**config.mk**
```make
export PLATFORM = sky130hd
export DESIGN_NAME = frame_mem_arbiter
export DESIGN_NICKNAME = d
export VERILOG_FILES = /design/src/rtl/vga_pkg.sv /design/src/rtl/frame_mem_arbiter_rr_pick.sv /design/src/rtl/frame_mem_arbiter.sv
export SDC_FILE = /design/constraint.sdc
export NUM_CORES = 1
export LEC_CHECK = 0
export CAP_MARGIN = 40
export CORE_MARGIN = 4
export CORE_UTILIZATION = 25
export CTS_CLUSTER_SIZE = 8
export DETAILED_ROUTE_END_ITERATION = 8
export PLACE_DENSITY = 0.63
export SLEW_MARGIN = 20
export SYNTH_ARGS = -nofsm -noshare
export SYNTH_HDL_FRONTEND = slang
export SYNTH_SLANG_ARGS = --single-unit
```
**constraint.sdc**
```tcl
create_clock -name clk -period 3.7 [get_ports clk]
set_input_delay 0.74 -clock clk [delete_from_list [all_inputs] [get_ports clk]]
set_output_delay 0.74 -clock clk [all_outputs]
set_load 0.01 [all_outputs]
```
**src/rtl/vga_pkg.sv**
```systemverilog
// Shared VGA frame-buffer constants, arbiter state encoding and small helpers.
package vga_pkg;

  localparam int unsigned PIX_W     = 12;   // 4R:4G:4B
  localparam int unsigned FB_W      = 320;
  localparam int unsigned FB_H      = 240;
  localparam int unsigned FB_ADDR_W = 17;   // ceil(log2(320*240))

  typedef enum logic [1:0] {
    ST_IDLE  = 2'd0,
    ST_WRITE = 2'd1,
    ST_HOLD  = 2'd2
  } arb_state_e;

  // One-hot (up to 8 ports) to binary index; zero when no bit is set.
  function automatic logic [2:0] oh2idx(input logic [7:0] oh);
    logic [2:0] idx;
    idx = '0;
    for (int i = 0; i < 8; i++) begin
      if (oh[i]) idx = 3'(i);
    end
    return idx;
  endfunction

endpackage

```
**src/rtl/frame_mem_arbiter_rr_pick.sv**
```systemverilog
// Combinational round-robin first-one finder: searches req from ptr+1 upward, wrapping.
module rr_pick #(
  parameter int unsigned N     = 4,
  parameter int unsigned IDX_W = (N > 1) ? $clog2(N) : 1
) (
  input  logic [N-1:0]     req,
  input  logic [IDX_W-1:0] ptr,
  output logic [N-1:0]     pick,
  output logic             any
);

  logic             found;
  logic [IDX_W-1:0] idx;

  // Walk the N candidates starting just after ptr; the first requester wins.
  always_comb begin
    pick  = '0;
    found = 1'b0;
    idx   = '0;
    for (int unsigned k = 1; k <= N; k++) begin
      idx = IDX_W'((32'(ptr) + k) % N);
      if (!found && req[idx]) begin
        pick[idx] = 1'b1;
        found     = 1'b1;
      end
    end
  end

  assign any = |req;

endmodule

```
**src/rtl/frame_mem_arbiter.sv**
```systemverilog
// Frame memory arbiter: scanout reads pre-empt everything, writers share the
// remaining cycles round-robin in bursts of at most BURST_LEN words.
module frame_mem_arbiter
  import vga_pkg::*;
#(
  parameter int unsigned NUM_REQ   = 4,
  parameter int unsigned ADDR_W    = FB_ADDR_W,
  parameter int unsigned DATA_W    = PIX_W,
  parameter int unsigned BURST_LEN = 4
) (
  input  logic                      clk,
  input  logic                      rst_n,
  input  logic                      scan_req,
  input  logic [ADDR_W-1:0]         scan_addr,
  output logic [DATA_W-1:0]         scan_data,
  output logic                      scan_valid,
  input  logic [NUM_REQ-1:0]        wr_req,
  input  logic [NUM_REQ*ADDR_W-1:0] wr_addr,
  input  logic [NUM_REQ*DATA_W-1:0] wr_data,
  output logic [NUM_REQ-1:0]        wr_gnt,
  output logic                      mem_we,
  output logic [ADDR_W-1:0]         mem_addr,
  output logic [DATA_W-1:0]         mem_wdata,
  input  logic [DATA_W-1:0]         mem_rdata
);

  localparam int unsigned IDX_W = $clog2(NUM_REQ);
  localparam int unsigned CNT_W = 4;

  arb_state_e       state_q, state_d;
  logic [IDX_W-1:0] own_q, own_d;
  logic [IDX_W-1:0] ptr_q, ptr_d;
  logic [CNT_W-1:0] cnt_q, cnt_d;

  logic               rd_p_q;
  logic               scan_valid_q;
  logic [DATA_W-1:0]  scan_data_q;
  logic [ADDR_W-1:0]  last_addr_q;
  logic [DATA_W-1:0]  last_wdata_q;

  logic [NUM_REQ-1:0] pick_idle, pick_own, gnt_c, gnt_act;
  logic               any_idle, any_own;
  logic [IDX_W-1:0]   pick_idle_idx, pick_own_idx, gnt_idx;

  // Fresh arbitration from the rotating pointer (used from IDLE).
  rr_pick #(.N(NUM_REQ), .IDX_W(IDX_W)) u_pick_idle (
    .req  (wr_req),
    .ptr  (ptr_q),
    .pick (pick_idle),
    .any  (any_idle)
  );

  // End-of-burst arbitration: pointer is the current owner, so a lone owner re-wins.
  rr_pick #(.N(NUM_REQ), .IDX_W(IDX_W)) u_pick_own (
    .req  (wr_req),
    .ptr  (own_q),
    .pick (pick_own),
    .any  (any_own)
  );

  assign pick_idle_idx = IDX_W'(oh2idx(8'(pick_idle)));
  assign pick_own_idx  = IDX_W'(oh2idx(8'(pick_own)));

  // Next-state and same-cycle grant decision.
  always_comb begin
    state_d = state_q;
    own_d   = own_q;
    ptr_d   = ptr_q;
    cnt_d   = cnt_q;
    gnt_c   = '0;
    if (scan_req) begin
      if (state_q == ST_WRITE) state_d = ST_HOLD;
    end else begin
      unique case (state_q)
        ST_IDLE: begin
          if (any_idle) begin
            gnt_c   = pick_idle;
            own_d   = pick_idle_idx;
            cnt_d   = CNT_W'(1);
            state_d = ST_WRITE;
          end
        end
        ST_WRITE, ST_HOLD: begin
          if ((state_q == ST_HOLD) && !wr_req[own_q]) begin
            state_d = ST_IDLE;
          end else if (wr_req[own_q] && (cnt_q != CNT_W'(BURST_LEN))) begin
            gnt_c[own_q] = 1'b1;
            cnt_d        = cnt_q + CNT_W'(1);
            state_d      = ST_WRITE;
          end else begin
            // Burst over: rotate past the owner and hand over without a bubble.
            ptr_d = own_q;
            if (any_own) begin
              gnt_c   = pick_own;
              own_d   = pick_own_idx;
              cnt_d   = CNT_W'(1);
              state_d = ST_WRITE;
            end else begin
              state_d = ST_IDLE;
            end
          end
        end
        default: state_d = ST_IDLE;
      endcase
    end
  end

  // Arbiter state register.
  always_ff @(posedge clk or negedge rst_n) begin
    if (!rst_n) begin
      state_q <= ST_IDLE;
      own_q   <= '0;
      ptr_q   <= IDX_W'(NUM_REQ - 1);
      cnt_q   <= '0;
    end else begin
      state_q <= state_d;
      own_q   <= own_d;
      ptr_q   <= ptr_d;
      cnt_q   <= cnt_d;
    end
  end

  // Memory port mux; reset kills any write in the same instant.
  assign gnt_act   = rst_n ? gnt_c : '0;
  assign gnt_idx   = IDX_W'(oh2idx(8'(gnt_act)));
  assign wr_gnt    = gnt_act;
  assign mem_we    = |gnt_act;
  assign mem_addr  = !rst_n   ? '0 :
                     scan_req ? scan_addr :
                     mem_we   ? wr_addr[32'(gnt_idx) * ADDR_W +: ADDR_W] :
                                last_addr_q;
  assign mem_wdata = !rst_n ? '0 :
                     mem_we ? wr_data[32'(gnt_idx) * DATA_W +: DATA_W] :
                              last_wdata_q;

  // Remember the last driven address/data so an idle port holds steady.
  always_ff @(posedge clk or negedge rst_n) begin
    if (!rst_n) begin
      last_addr_q  <= '0;
      last_wdata_q <= '0;
    end else begin
      last_addr_q  <= mem_addr;
      last_wdata_q <= mem_wdata;
    end
  end

  // Read return pipeline: track the RAM latency, then capture data.
  always_ff @(posedge clk or negedge rst_n) begin
    if (!rst_n) begin
      rd_p_q       <= 1'b0;
      scan_valid_q <= 1'b0;
      scan_data_q  <= '0;
    end else begin
      rd_p_q       <= scan_req;
      scan_valid_q <= rd_p_q;
      if (rd_p_q) scan_data_q <= mem_rdata;
    end
  end

  assign scan_valid = scan_valid_q;
  assign scan_data  = scan_data_q;

endmodule

```
==> results.toml, run 1 <==
[run_status]
outcome = "complete, but fails checks"
violations = "negative setup slack"

[cts]
cts.htree.levels = 2
cts_hold_buffers = 0
clk_latency_ns = 0.31
numCtsBuffers = 5
clkSinkCount = 53
cts_buffer_depth = 2
cts-root-buf = "clkbuf_16"
path_clk_slew_ns = 0.08
cts_tree = "built"

[global_route]
grt_max_degree = 59
grt_pass1_wl_um = 30960
track_usage = 0.1922
overflow = 0
antenna_found_initial = 0
grt_pass1_vias = 5742

[worst_setup_path]
r2r_end = "last_addr_q[6]"
crit_chain = "inv_2 -> ha_4 -> mux2i_4 -> o22ai_4 -> a2111oi_4 -> nor3_4 -> buf_6 -> nor2_8 -> buf_12 -> buf_4 -> a2bb2oi_2 -> o31ai_4 -> a211oi_4 -> buf_4"
cp_common_cell = "buf_4"
critPathLaunchType = "register"
r2r_setup_slack_ns = 0.33
max_stage_delay_ns = 0.46
cp.arrival_ns = 3.52
cp-end-kind = "output pin"
path_class = "register to output pin"
rr_startpoint = "own_q[0]"
cp_top_family = "compound AO/OA/AOI/OAI gates"
required_ns = 2.96
reg2reg_depth = 15
worstPathMaxFanout = 12
critPathSlowestCell = "a2111oi_4"
path_buf_inv = 5

[run]
drv_cap = 0

[placement]
place_hpwl_um = 14200
pre_cts_ws_ns = -1.469
place.gp.congestion = 0.8890
io_buffer_count = 198
dpl-instance-area_sq_mm = 0.007701

[route]
dr.pass1.iters = 7
drt_iter0_drc = 321
via_per_inst = 5.244
wl_per_cell_um = 19.69
ant_nets = 0
drcViolationCount = 0
num_vias = 5553
drt-total-wl_um = 20850

[final_layout]
syn_to_final_growth_pct = 110.3
final_nets = 1006
num_antenna_cells = 0
stdcell_area_sq_mm = 0.009489
postLayoutCoreUtil = 0.5430
drive_gt1_frac = 0.4616

[floorplan]
die_h_um = 142.3
core_sq_mm = 0.01748
initial_core_util = 0.2582
dieArea_sq_mm = 0.02026
die_x_um = 142.3
rows = 48
ios = 199

[sta]
relSlewSlack = 0.5593
finalClockSkew_ns = 0.01302
fin_tns_setup_ns = -15.00
fin_ws_ns = -0.5578
setup_viol = 31
worst_pin_slew_ns = 0.6610
finalCriticalPeriod_ns = 4.258
hold_viol_final = 0
fin_crit_sh = 1.151
rsz0062_at_grt = "true"
slew_viol_final = 0
fmax_mhz = 234.9

[synthesis]
synth_seq_cells = 53
synth_edf_count = 0
ys_seq_area_frac = 0.2945
ys_types = 61
synth_area_sq_mm = 0.004512
syn_inst = 499
async_flop_share = 1.000
ys.flop_type = "dfrtp_1"
yosys_warnings = 0
synth_fp_nets = 672
syn-mean-instance-area_sq_um = 9.042

[hold_path]
hold_path.class = "primary input to asynchronous set/reset pin"

[power]
total_power_w = 0.007123
ir_drop_mv = 0.4595
p_leak_nw = 3.913
pwr_density_cell_mw_per_mm2 = 750.6
-- power by group --
group | internal (W) | total (W) | switching, W
Clock | 0.000252 | 0.000497 | 0.000246
Combinational | 0.00304 | 0.00581 | 0.00276
Sequential | 0.000743 | 0.000820 | 0.0000765
Total | 0.00404 | 0.00712 | 0.00308
-- cell type report --
class / count / area [sq um]
Clock inverter: 3 / 22.52
Fill cell: 1484 / 7988
Sequential cell: 53 / 1330
Multi-Input combinational cell: 389 / 3924
Inverter: 13 / 51.30
Tap cell: 225 / 281.5
Clock buffer: 5 / 125.1
Timing Repair Buffer: 371 / 3755
-- synthesized netlist by cell type, drive strengths merged, types with 2 or more instances --
library cell / instances / area share
a2111oi: 3 / 0.0086
a211o: 3 / 0.0058
a211oi: 18 / 0.030
a21boi: 19 / 0.032
a21o: 3 / 0.0050
a21oi: 13 / 0.019
a22oi: 3 / 0.0050
a2bb2oi: 17 / 0.033
a31oi: 2 / 0.0028
a32o: 12 / 0.027
and2: 5 / 0.0069
and3: 21 / 0.029
buf: 34 / 0.050
clkbuf: 11 / 0.0092
dfrtp: 51 / 0.28
dfstp: 2 / 0.012
ha: 21 / 0.058
inv: 13 / 0.011
mux2: 14 / 0.035
mux2i: 4 / 0.012
mux4: 8 / 0.040
nand2: 50 / 0.043
nand2b: 2 / 0.0028
nand3: 18 / 0.020
nand3b: 5 / 0.0083
nor2: 10 / 0.012
nor2b: 3 / 0.0042
nor3: 39 / 0.046
o211ai: 12 / 0.020
o21ai: 34 / 0.038
o22a: 12 / 0.023
o22ai: 2 / 0.0028
o31ai: 18 / 0.030
-- cells in the final DEF, fill, tap and decap left out, types with 9 or more instances in the layout --
cell,n
buf_2,18
o31ai_4,17
ha_1,19
nand3_1,17
buf_12,19
o22a_1,12
a2bb2oi_2,10
nor3_1,32
nand2_1,44
inv_1,10
a32o_2,12
o211ai_1,12
buf_4,109
mux2_2,13
buf_6,52
a21oi_1,9
a21boi_1,9
and3_4,16
a211oi_4,13
clkdlybuf4s50_1,159
dfrtp_1,50
o21ai_0,30
-- through the flow --
step                      std cells  hold slack [ns]
after floorplan                 499           0.4074
after global placement          973           0.4770
after detailed placement        974           0.4829
after CTS                      1039           0.4033
after global routing           1059           0.4211
final                          1059           0.4088
-- flip-flops by register name, indices dropped and copies added (netlist names) --
signal	flops
scan_data	12
cnt_q	4
last_addr_q	17
ptr_q	2
scan_valid	1
last_wdata_q	12
state_q	2
own_q	2
rd_p_q	1
-- worst max path at each step --
stage / startpoint / end / slack, ns / cells past startpoint
finish: own_q[0] / mem_addr[5] / -0.56 / 14
global route: own_q[0] / mem_addr[5] / -0.67 / 14
CTS: wr_req[3] / mem_addr[7] / -0.59 / 15
detailed placement: wr_req[3] / mem_addr[5] / -1.47 / 13
global placement: wr_req[3] / mem_wdata[6] / -1.51 / 12
floorplan: ptr_q[0] / mem_addr[15] / -0.01 / 15
-- metal layers --
layer | global-route usage | up-vias | share of wire | routed length [um]
li1 | - | 2570 | - | -
met1 | 0.2481 | 2713 | 0.39 | 8178
met3 | 0.03327 | 38 | 0.071 | 1481
met4 | 0.06853 | 0 | 0.027 | 563
met2 | 0.3242 | 232 | 0.51 | 10620
met5 | 0 | - | 0 | 0
-- kinds of logic after synthesis --
| group | after synthesis | share of synthesized area |
|---|---|---|
| AND/OR/NAND/NOR | 159 | 0.1825 |
| flip-flops | 53 | 0.2945 |
| adder cells (fa/ha/maj) | 21 | 0.05824 |
| buffers and inverters | 58 | 0.07016 |
| multiplexers | 26 | 0.08652 |
| AO/OA/AOI/OAI | 182 | 0.3081 |
-- timing repair --
item	CTS	global route
gates cloned	12	3
resized for setup	285	105
endpoints found under the setup margin	35	33
endpoints found under the hold margin	0	0
buffers inserted	52	23
pin swaps	60	51
(Power assumes the default switching activity.)
==> run 2: changes to the inputs <==
--- a/config.mk
+++ b/config.mk
@@ -10,6 +10,7 @@
 export CORE_UTILIZATION = 25
 export CTS_CLUSTER_SIZE = 8
 export DETAILED_ROUTE_END_ITERATION = 8
+export HOLD_SLACK_MARGIN = 0.02
 export PLACE_DENSITY = 0.63
 export SLEW_MARGIN = 20
 export SYNTH_ARGS = -nofsm -noshare
==> results of run 2 <==
The final DEF is identical to that of run 1; final timing and power are the same.
==> run 3: changes to the inputs <==
--- a/config.mk
+++ b/config.mk
@@ -5,6 +5,7 @@
 export SDC_FILE = /design/constraint.sdc
 export NUM_CORES = 1
 export LEC_CHECK = 0
+export ABC_AREA = 1
 export CAP_MARGIN = 40
 export CORE_MARGIN = 4
 export CORE_UTILIZATION = 25
@@ -15,4 +16,5 @@
 export SLEW_MARGIN = 20
 export SYNTH_ARGS = -nofsm -noshare
 export SYNTH_HDL_FRONTEND = slang
+export SYNTH_HIERARCHICAL = 1
 export SYNTH_SLANG_ARGS = --single-unit
==> run 3 against run 2 <==
  * The run still ends with negative setup slack left
  * Via count up 2.8%
  * Area after synthesis up 0.36%
  * Non-clock buffer count down 26
  * Sequential power down 4.8%
  * Global-route usage down 1.1 points
  * Core utilization down 5.4 points
  * Register-to-register slack better by 0.33 ns
  * Hold slack better by 0.055 ns
  * Clock skew down 0.0042 ns
  * Total power down 7.2%
  * Design area down 9.6%
  * Clock power up 0.8%
==> results.toml, run 3 <==
[worst_setup_path]
crit_chain = "clkdlybuf4s15_2 -> buf_4 -> inv_1 -> nand2_1 -> nand3_2 -> nand2_1 -> nand2_2 -> nor2_4 -> nand2_1 -> nand3_2 -> inv_2 -> nor2_1 -> inv_1 -> nand2_4 -> buf_6 -> o21ai_4 -> buf_6 -> buf_12 -> buf_4 -> nand2_2 -> nand3_2 -> nand3_2 -> a21oi_2 -> buf_2"
cp-startpoint = "wr_req[2]"
worstSetupPathDepth = 24
path_class = "primary input to output pin"
cp_common_cell = "nand3_2"
critPathLaunchType = "primary input"
cp_top_family = "buffers and inverters"
path_buf_inv = 10
cp.arrival_ns = 3.14
required_ns = 2.96
worstPathMaxFanout = 8
cp-end-kind = "output pin"
rr_startpoint = "ptr_q[1]"
max_stage_delay_ns = 0.22
reg2reg_depth = 23
critPathSlowestCell = "clkdlybuf4s15_2"

[power]
ir_drop_mv = 0.4456
p_int_w = 0.003505
clockPowerShare = 0.076
switchingPower_w = 0.003103
p_leak_nw = 4.120
pwr_density_cell_mw_per_mm2 = 770.4
power.share.sequential = 0.118
combPwrFrac = 0.806
p_sw_frac = 0.4696

[synthesis]
syn-mean-instance-area_sq_um = 6.882
synth-compound-area-share = 0.1395
async_flop_share = 1.000
synth.mux.area_fraction = 0.02984
synth_top_family_by_area = "simple AND/OR/NAND/NOR gates"
yosysTopAreaCellShare = 0.2818
ys_types = 35
synth_area_leader_cell = "dfrtp_1"
synth_seq_cells = 53
yosys_warnings = 6
synth_area_sq_mm = 0.004528
synth_edf_count = 0
syn_inst = 658
synthXorXnorAreaFrac = 0
synth.top_cells.by_count = "161 x nand3_1, 151 x nand2_1, 76 x a21oi_1"
synth_fa_ha_area_frac = 0.06079
ys.flop_type = "dfrtp_1"
ys_seq_area_frac = 0.2935
synth_top_cells_by_area = "dfrtp_1 28%, nand3_1 18%, nand2_1 13%"
yosysMostFrequentCell = "nand3_1"
synth-simple-area-share = 0.3802
synth_fp_nets = 832

[global_route]
grt_util_met3 = 0.03461
track_usage = 0.1812
grt_pass1_vias = 5673
grt_use_met2 = 0.3029
antenna_found_initial = 0
grt_pass1_wl_um = 29320
grt_max_degree = 83
use_met1 = 0.2337
busiest_layer = "met2"
overflow = 0

[final_layout]
final_nets = 1147
drive_gt1_frac = 0.3491
final_cell_mix = "160 x clkdlybuf4s50_1, 126 x nand2_1, 125 x nand3_1, 103 x buf_4, 51 x dfrtp_1"
largest_reg_flops = 17
num_antenna_cells = 0
syn_to_final_growth_pct = 89.44
postLayoutCoreUtil = 0.4892
top_register = "last_addr_q"
layout_commonest_cell = "clkdlybuf4s50_1"

[run]
drv_cap = 0

[hold_path]
hold_path.class = "primary input to asynchronous set/reset pin"

[cts]
cts-root-buf = "clkbuf_16"
clkSinkCount = 53
cts.htree.levels = 2
numCtsBuffers = 5
path_clk_slew_ns = 0.08
cts_buffer_depth = 2
cts_tree = "built"
clk_latency_ns = 0.31

[sta]
worst_pin_slew_ns = 0.5512
hold_viol_final = 0
fin_crit_sh = 1.049
fmax_mhz = 257.6
finalCriticalPeriod_ns = 3.881
finalClockSkew_ns = 0.008792
slew_viol_final = 0
fin_ws_ns = -0.1814
rsz0062_at_grt = "true"
fin_tns_setup_ns = -3.135
setup_viol = 29
relSlewSlack = 0.6287

[route]
wl_per_cell_um = 16.22
via_per_inst = 4.759
drcViolationCount = 0
drt-total-wl_um = 19440
ant_nets = 0
num_vias = 5706
dr.pass1.iters = 5
drt_iter0_drc = 333

[floorplan]
die_x_um = 142.6
core_sq_mm = 0.01754
ios = 199
initial_core_util = 0.2582
die_h_um = 142.6
rows = 48
dieArea_sq_mm = 0.02033

[placement]
place.gp.congestion = 0.9087
place_hpwl_um = 13920
io_buffer_count = 198

[run_status]
outcome = "complete, but fails checks"
violations = "negative setup slack"
run 3: changes by cell type after synthesis, sizes merged, moves of 17 or more:
cell,delta
a21oi,+66
a2bb2oi,-17
a21boi,-19
nor3,-38
nand2,+120
nand3,+149
a211oi,-18
o31ai,-17
inv,+42
and3,-21
run 3: per-layer routing:
| layer | routed length [um] | up-vias | share of wire |
|---|---|---|---|
| li1 | - | 2862 | - |
| met1 | 8309 | 2604 | 0.43 |
| met2 | 9162 | 210 | 0.47 |
| met3 | 1426 | 30 | 0.073 |
| met4 | 544 | 0 | 0.028 |
| met5 | 0 | - | 0 |
run 3: repair_timing:
action | 4_1_cts | 5_1_grt
hold buffers | 0 | 0
cloned | 7 | 0
pin swaps | 42 | 34
endpoints found under the setup margin | 34 | 34
resized for setup | 258 | 33
setup buffers | 31 | 17
run 3: path summary, 6_finish.rpt:
kind | endpoint | slack, ns
worst max-delay path | mem_addr[5] | -0.18
worst min-delay path | state_q[1] | 0.46
worst max register to register | last_addr_q[13] | 0.66
worst min register to register | scan_data[2] | 0.51
max in group asynchronous | ptr_q[0] | 2.88
min in group clk | scan_data[2] | 0.51
run 3: power by group through the flow:
stage	logic (W)	registers, W	clock network (W)
6_report	0.00533	0.000781	0.000501
5_1_grt	0.00580	0.000795	0.000542
4_1_cts	0.00515	0.000780	0.000517
3_5_place_dp	0.00421	0.000788	0
3_3_place_gp	0.00418	0.000785	0
2_1_floorplan	0.00237	0.000823	0
run 3: cell type report:
cell class | instances | area [sq um]
Fill cell | 1738 | 8959
Timing Repair Buffer | 345 | 3356
Multi-Input combinational cell | 513 | 3247
Sequential cell | 53 | 1329
Tap cell | 225 | 281.5
Inverter | 55 | 214.0
Clock buffer | 5 | 125.1
Clock inverter | 3 | 26.28
run 3: cell families after synthesis:
group	Yosys count
AOI/OAI and AO/OA	121
adders and majority gates	22
buffers and inverters	92
DFF	53
muxes	12
and+or+nand+nor	358
run 3: per-stage QoR:
| stage | total power [W] | hold WS (ns) | area, sq um | std cells | setup WS [ns] |
|---|---|---|---|---|---|
| floorplan | 0.003197 | 0.4074 | 4528 | 658 | 0.1891 |
| global placement | 0.004961 | 0.4888 | 7453 | 1138 | -0.9698 |
| detailed placement | 0.004993 | 0.4944 | 7453 | 1138 | -1.021 |
| CTS | 0.006452 | 0.4879 | 8407 | 1184 | -0.1734 |
| global route | 0.007137 | 0.4999 | 8578 | 1199 | -0.3789 |
| finish | 0.006609 | 0.4640 | 8578 | 1199 | -0.1814 |
